$ cat src/rtl/mm_pkg.sv
// Shared definitions for the Montgomery final-subtraction block.
// Provides word/operand size defaults, the controller state encoding and
// a helper for sizing the word counter.
package mm_pkg;

   localparam int RADIX_DEF = 32;
   localparam int WORDS_DEF = 12;
   localparam int CNT_W     = $clog2(WORDS_DEF);

   typedef enum logic [1:0] {
      IDLE    = 2'd0,
      COLLECT = 2'd1,
      SELECT  = 2'd2,
      DONE    = 2'd3
   } mm_state_t;

   // Counter width for an arbitrary word count; never narrower than one bit.
   function automatic int cnt_width(input int words);
      return (words > 1) ? $clog2(words) : 1;
   endfunction

endpackage

$ cat src/rtl/mm_word_sub.sv
// One RADIX-bit subtract stage: {borrow_out, diff} = a - b - borrow_in.
module mm_word_sub #(
   parameter int RADIX = 32
) (
   input  logic [RADIX-1:0] a,
   input  logic [RADIX-1:0] b,
   input  logic             borrow_in,
   output logic [RADIX-1:0] diff,
   output logic             borrow_out
);

   logic [RADIX:0] wide;

   // Extending by one bit makes the top bit of the wrapped result the borrow.
   always_comb begin
      wide       = {1'b0, a} - {1'b0, b} - {{RADIX{1'b0}}, borrow_in};
      diff       = wide[RADIX-1:0];
      borrow_out = wide[RADIX];
   end

endmodule

$ cat src/rtl/mm_final_sub.sv
// Final conditional subtraction for the Montgomery multiplier.
// Collects the result words LSW-first, computes T - p word-serially while
// they arrive, then selects T or T - p and presents it under valid/ack.
// Optional build macro: MM_FINAL_SUB_ZEROIZE_EN clears the result buffers
// after the consumer acknowledges and after an early-last abort.
//
//   state   | meaning
//   --------+-----------------------------------------------------------
//   IDLE    | waiting for start
//   COLLECT | accepting result words, running the subtraction
//   SELECT  | one cycle: choose T or T - p into res
//   DONE    | res_valid high, holding res until res_ack
module mm_final_sub
   import mm_pkg::*;
#(
   parameter int RADIX = RADIX_DEF,
   parameter int WORDS = WORDS_DEF
) (
   input  logic                   clk,
   input  logic                   reset_n,
   input  logic                   start,
   input  logic [RADIX*WORDS-1:0] prime_in,
   input  logic                   in_valid,
   output logic                   in_ready,
   input  logic [RADIX-1:0]       in_word,
   input  logic                   in_last,
   input  logic                   in_carry,
   output logic                   res_valid,
   input  logic                   res_ack,
   output logic [RADIX*WORDS-1:0] res,
   output logic                   err,
   output logic                   busy
);

   localparam int CW = cnt_width(WORDS);
   localparam logic [CW-1:0] LAST_IDX = CW'(WORDS - 1);

   mm_state_t state, state_nx;

   logic [CW-1:0]                counter;
   logic                         borrow;
   logic                         carry_reg;
   logic [WORDS-1:0][RADIX-1:0]  t_buf;
   logic [WORDS-1:0][RADIX-1:0]  d_buf;
   logic [WORDS-1:0][RADIX-1:0]  p_words;

   logic                         hs;
   logic                         at_last;
   logic [RADIX-1:0]             diff_w;
   logic                         borrow_nx;
   logic                         sel_sub;
   logic [RADIX*WORDS-1:0]       res_sel;

   assign p_words = prime_in;
   assign hs      = in_valid & in_ready;
   assign at_last = (counter == LAST_IDX);

   mm_word_sub #(.RADIX(RADIX)) u_word_sub (
      .a          (in_word),
      .b          (p_words[counter]),
      .borrow_in  (borrow),
      .diff       (diff_w),
      .borrow_out (borrow_nx)
   );

   // A final borrow means T < p, unless the top carry says T exceeds the word range.
   assign sel_sub = carry_reg | ~borrow;
   assign res_sel = sel_sub ? d_buf : t_buf;

   // State register.
   always_ff @(posedge clk or negedge reset_n) begin
      if (!reset_n) begin
         state <= IDLE;
      end else begin
         state <= state_nx;
      end
   end

   // Next-state decode; the counter, not in_last, decides which word is final.
   always_comb begin
      state_nx = state;
      case (state)
         IDLE: begin
            if (start) state_nx = COLLECT;
         end
         COLLECT: begin
            if (hs) begin
               if (at_last)      state_nx = SELECT;
               else if (in_last) state_nx = IDLE;
            end
         end
         SELECT: begin
            state_nx = DONE;
         end
         DONE: begin
            if (res_ack) state_nx = IDLE;
         end
         default: state_nx = IDLE;
      endcase
   end

   // Status outputs decoded straight from the state.
   always_comb begin
      in_ready  = (state == COLLECT);
      res_valid = (state == DONE);
      busy      = (state != IDLE);
   end

   // Datapath: word capture, serial borrow chain, result select, sticky error.
   always_ff @(posedge clk or negedge reset_n) begin
      if (!reset_n) begin
         counter   <= '0;
         borrow    <= 1'b0;
         carry_reg <= 1'b0;
         t_buf     <= '0;
         d_buf     <= '0;
         res       <= '0;
         err       <= 1'b0;
      end else begin
         case (state)
            IDLE: begin
               if (start) begin
                  counter <= '0;
                  borrow  <= 1'b0;
                  err     <= 1'b0;
               end
            end
            COLLECT: begin
               if (hs) begin
                  t_buf[counter] <= in_word;
                  d_buf[counter] <= diff_w;
                  borrow         <= borrow_nx;
                  counter        <= counter + CW'(1);
                  if (at_last) begin
                     carry_reg <= in_carry;
                     if (!in_last) err <= 1'b1;
                  end else if (in_last) begin
                     err <= 1'b1;
`ifdef MM_FINAL_SUB_ZEROIZE_EN
                     t_buf <= '0;
                     d_buf <= '0;
`endif
                  end
               end
            end
            SELECT: begin
               res <= res_sel;
            end
            DONE: begin
`ifdef MM_FINAL_SUB_ZEROIZE_EN
               if (res_ack) begin
                  t_buf     <= '0;
                  d_buf     <= '0;
                  res       <= '0;
                  carry_reg <= 1'b0;
               end
`endif
            end
            default: ;
         endcase
      end
   end

endmodule
$ cat config.mk
export PLATFORM = sky130hd
export DESIGN_NAME = mm_final_sub
export DESIGN_NICKNAME = d
export VERILOG_FILES = /design/src/rtl/mm_pkg.sv /design/src/rtl/mm_word_sub.sv /design/src/rtl/mm_final_sub.sv
export SDC_FILE = /design/constraint.sdc
export NUM_CORES = 2
export LEC_CHECK = 0
export ABC_AREA = 1
export BUFFER_PORTS_ARGS = -buffer_cell sky130_fd_sc_hd__buf_4
export CORE_MARGIN = 4
export CORE_UTILIZATION = 30
export DETAILED_ROUTE_END_ITERATION = 10
export PLACE_DENSITY_LB_ADDON = 0.05
export SETUP_SLACK_MARGIN = 0.15
export SYNTH_ARGS = -nofsm -noshare
export SYNTH_HDL_FRONTEND = slang
export SYNTH_SLANG_ARGS = --single-unit
export TNS_END_PERCENT = 50
$ cat constraint.sdc
create_clock -name clk -period 4.12 [get_ports clk]
set_input_delay 0.412 -clock clk [delete_from_list [all_inputs] [get_ports clk]]
set_output_delay 0.412 -clock clk [all_outputs]
set_load 0.01 [all_outputs]
==> impl_metrics.tcl <==
set metrics [dict create \
    status "complete, no violations" \
    fp.dieW_um 423 \
    synth-seq-area-share_pct 56.3 \
    synthFlopType "dfrtp_1" \
    num_vias 47700 \
    min_path_type "in2reg" \
    dr.first_iter.drc_count 4562 \
    maxSlewViolCount 0 \
    final_nets 7552 \
    worst_path_largest_cell_delay_ps 570 \
    io_buffers 810 \
    via_per_inst 5.03 \
    max_freq_mhz 258 \
    max-slew-margin-rel_pct 26.5 \
    ctsLongestPathBuffers 3 \
    wirelength_um 269000 \
    clock_skew_ps 26.0 \
    stdcell_count 9483 \
    critPathTopFamily "simple AND/OR/NAND/NOR gates" \
    root_buffer "clkbuf_16" \
    grt_usage_pct 29.2 \
    antenna_found_initial 53 \
    cp_common_cell "nand2_1" \
    hold_viol_final 0 \
    clkTransAtPathRegs_ps 60 \
    top_regs "d_buf: 384 flops, res: 384 flops, t_buf: 384 flops" \
    overflow 0 \
    crit_type "reg2reg" \
    synthCells 6227 \
    ys_async_sr_fraction_pct 100 \
    wire_per_inst_um 28.4 \
    period_needed_ps 3870 \
    firstDrtPassIters 6 \
    grt_pass1_vias 46300 \
    io_pins 811 \
    rsz0062_at_grt "yes" \
    grt_pass1_wl_um 370000 \
    synthesis.nets 6718 \
    cts-buffers-inserted 134 \
    yosys_warnings 0 \
    cp_slowest_cell "dfrtp_4" \
    drv_cap 0 \
    yosysTopAreaCell "dfrtp_1" \
    synthDistinctLibCells 32 \
    worst_slew_pin_slew_ps 1100 \
    htree_num_levels 4 \
    post-synth-top-count-cell "nand2_1" \
    dp_hpwl_um 190000 \
    fin_util_pct 40.0 \
    crit_buf_inv 6 \
    cp.required_ps 4730 \
    crit_path_cell_trace "buf_16, buf_12, o21ai_0, o22ai_1, nand2_1, nand3_2, ha_1, inv_1, ha_2, nand2_2, inv_1, nand2_1, nor3_2, nand2_1, nand2_1, xnor2_2, buf_4, buf_12, o21ai_0" \
    worstSetupEndpointType "flop" \
    routabilityCongestion 0.920 \
    place_inst 9199 \
    fillers 17600 \
    core_mm2 0.170 \
    drc_errors 0 \
    synthTopCellsByArea "dfrtp_1, nand2_1, o21ai_0, a31oi_1, nor2_1" \
    synth.avg_cell_area_um2 8.29 \
    cp-start-kind "flop" \
    die_height_um 423 \
    synth_top_area_share_pct 56.3 \
    setup_viol 0 \
    layout-area-overhead-vs-synth_pct 31.9 \
    r2r_slack_ps 250 \
    cts.sinks 1161 \
    final_layout_size_suffix_gt1_share_pct 22.2 \
    ant_nets 0 \
    rows 151 \
    cts_tree "yes" \
    die_area_mm2 0.179 \
    arrival_ps 4480 \
    floorplan.initialDensity_pct 30.3 \
    grt_max_degree 133 \
    cp_max_fo 42 \
    insertion_delay_ps 780 \
    period_share_pct 94.0 \
    ys_seq_elements 1161 \
    synth_edf_count 0 \
    synthTopCellsByCount "nand2_1, dfrtp_1, o21ai_0, nor2_1, a31oi_1" \
    synthesis.area_mm2 0.0516 \
]
## worst paths after layout
| check | cells past startpoint | startpoint | to |
|---|---|---|---|
| setup / recovery | 19 | counter[0] | d_buf[171] |
| hold / removal | 4 | res_ack | state[0] |
| setup reg to reg | 19 | counter[0] | d_buf[171] |
| hold reg to reg | 2 | d_buf[290] | d_buf[290] |
| max in group asynchronous | 3 | reset_n | d_buf[382] |
| min in group asynchronous | 2 | reset_n | res[13] |
## layer usage
layer  track usage (%)  part of all wire (%)  up-vias  wire length (um)
met5                 0                 0.037        -               100
met4              9.39                   3.4       14              9200
met3              6.03                   6.4      304             17100
met2              49.2                    49     1650            131000
met1              37.6                    41    23700            111000
li1                  -                     -    22000                 -
## kinds of logic after synthesis
kind of cell / count (synthesis) / share of synthesized area (%)
AO/OA/AOI/OAI: 1292 / 13.7
XOR/XNOR: 16 / 0.272
adder cells (fa/ha/maj): 68 / 1.68
buffers and inverters: 730 / 5.62
flip-flops: 1161 / 56.3
AND/OR/NAND/NOR: 2960 / 22.4
## repair_timing
action | in CTS | in global routing
pin swaps | 2 | 25
endpoints found under the hold margin | 56 | 0
gates cloned | 1 | 6
setup endpoints to repair | 216 | 312
gates resized for setup | 46 | 187
hold buffers | 4 | 0
setup buffers | 1 | 9
## final cells by class
| type | count | area (um2) | area share [%] |
|---|---|---|---|
| diodes | 27 | 67.6 | 0.0992 |
| clock buffers | 211 | 4060 | 5.96 |
| clock inverters | 25 | 288 | 0.423 |
| inverters | 257 | 996 | 1.46 |
| multi-input cells | 4336 | 20500 | 30.1 |
| flip-flops and latches | 1161 | 29100 | 42.7 |
| well taps | 2295 | 2870 | 4.22 |
| repair buffers | 1170 | 10200 | 15.0 |
| repair inverters | 1 | 8.76 | 0.0129 |
## per-stage QoR
step | TNS [ps] | setup WS, ps | cell area (um2) | hold WS, ps
finish | 0 | 248 | 68100 | 80.6
global route | 0 | 55.8 | 68100 | 103
CTS | 0 | 156 | 67200 | 23.5
detailed placement | -874 | -92.0 | 62600 | 449
global placement | -754 | -83.4 | 62600 | 443
floorplan | 0 | 158 | 51600 | 116
## layout by cell type, fill, tap and decap left out, types with 12 or more instances in the layout
| cell type | n |
|---|---|
| clkbuf_1 | 42 |
| o22ai_1 | 86 |
| nor2_1 | 598 |
| dfrtp_1 | 1159 |
| a21oi_1 | 15 |
| nand2_1 | 2067 |
| xnor2_2 | 12 |
| o21ai_0 | 599 |
| a31oi_1 | 384 |
| inv_2 | 46 |
| nor2_2 | 19 |
| clkbuf_8 | 29 |
| buf_4 | 1043 |
| inv_1 | 201 |
| buf_6 | 17 |
| o21ai_1 | 177 |
| buf_12 | 96 |
| clkbuf_16 | 145 |
| nand2_2 | 30 |
| clkinv_2 | 15 |
| diode_2 | 27 |
| nand3_2 | 31 |
| nand3_1 | 160 |
| nor2_4 | 13 |
| ha_1 | 54 |
## worst reg2reg max path, stage by stage (launching register included)
cell,delay [ps]
dfrtp_4,570
buf_16,200
buf_12,200
o21ai_0,190
o22ai_1,100
nand2_1,130
nand3_2,190
ha_1,340
inv_1,40
ha_2,370
nand2_2,110
inv_1,90
nand2_1,120
nor3_2,250
nand2_1,80
nand2_1,120
xnor2_2,120
buf_4,160
buf_12,190
o21ai_0,140
Power is left out: the tool's default activity adds up to more than one toggle a clock period on the data nets, which glitch-free logic cannot reach.
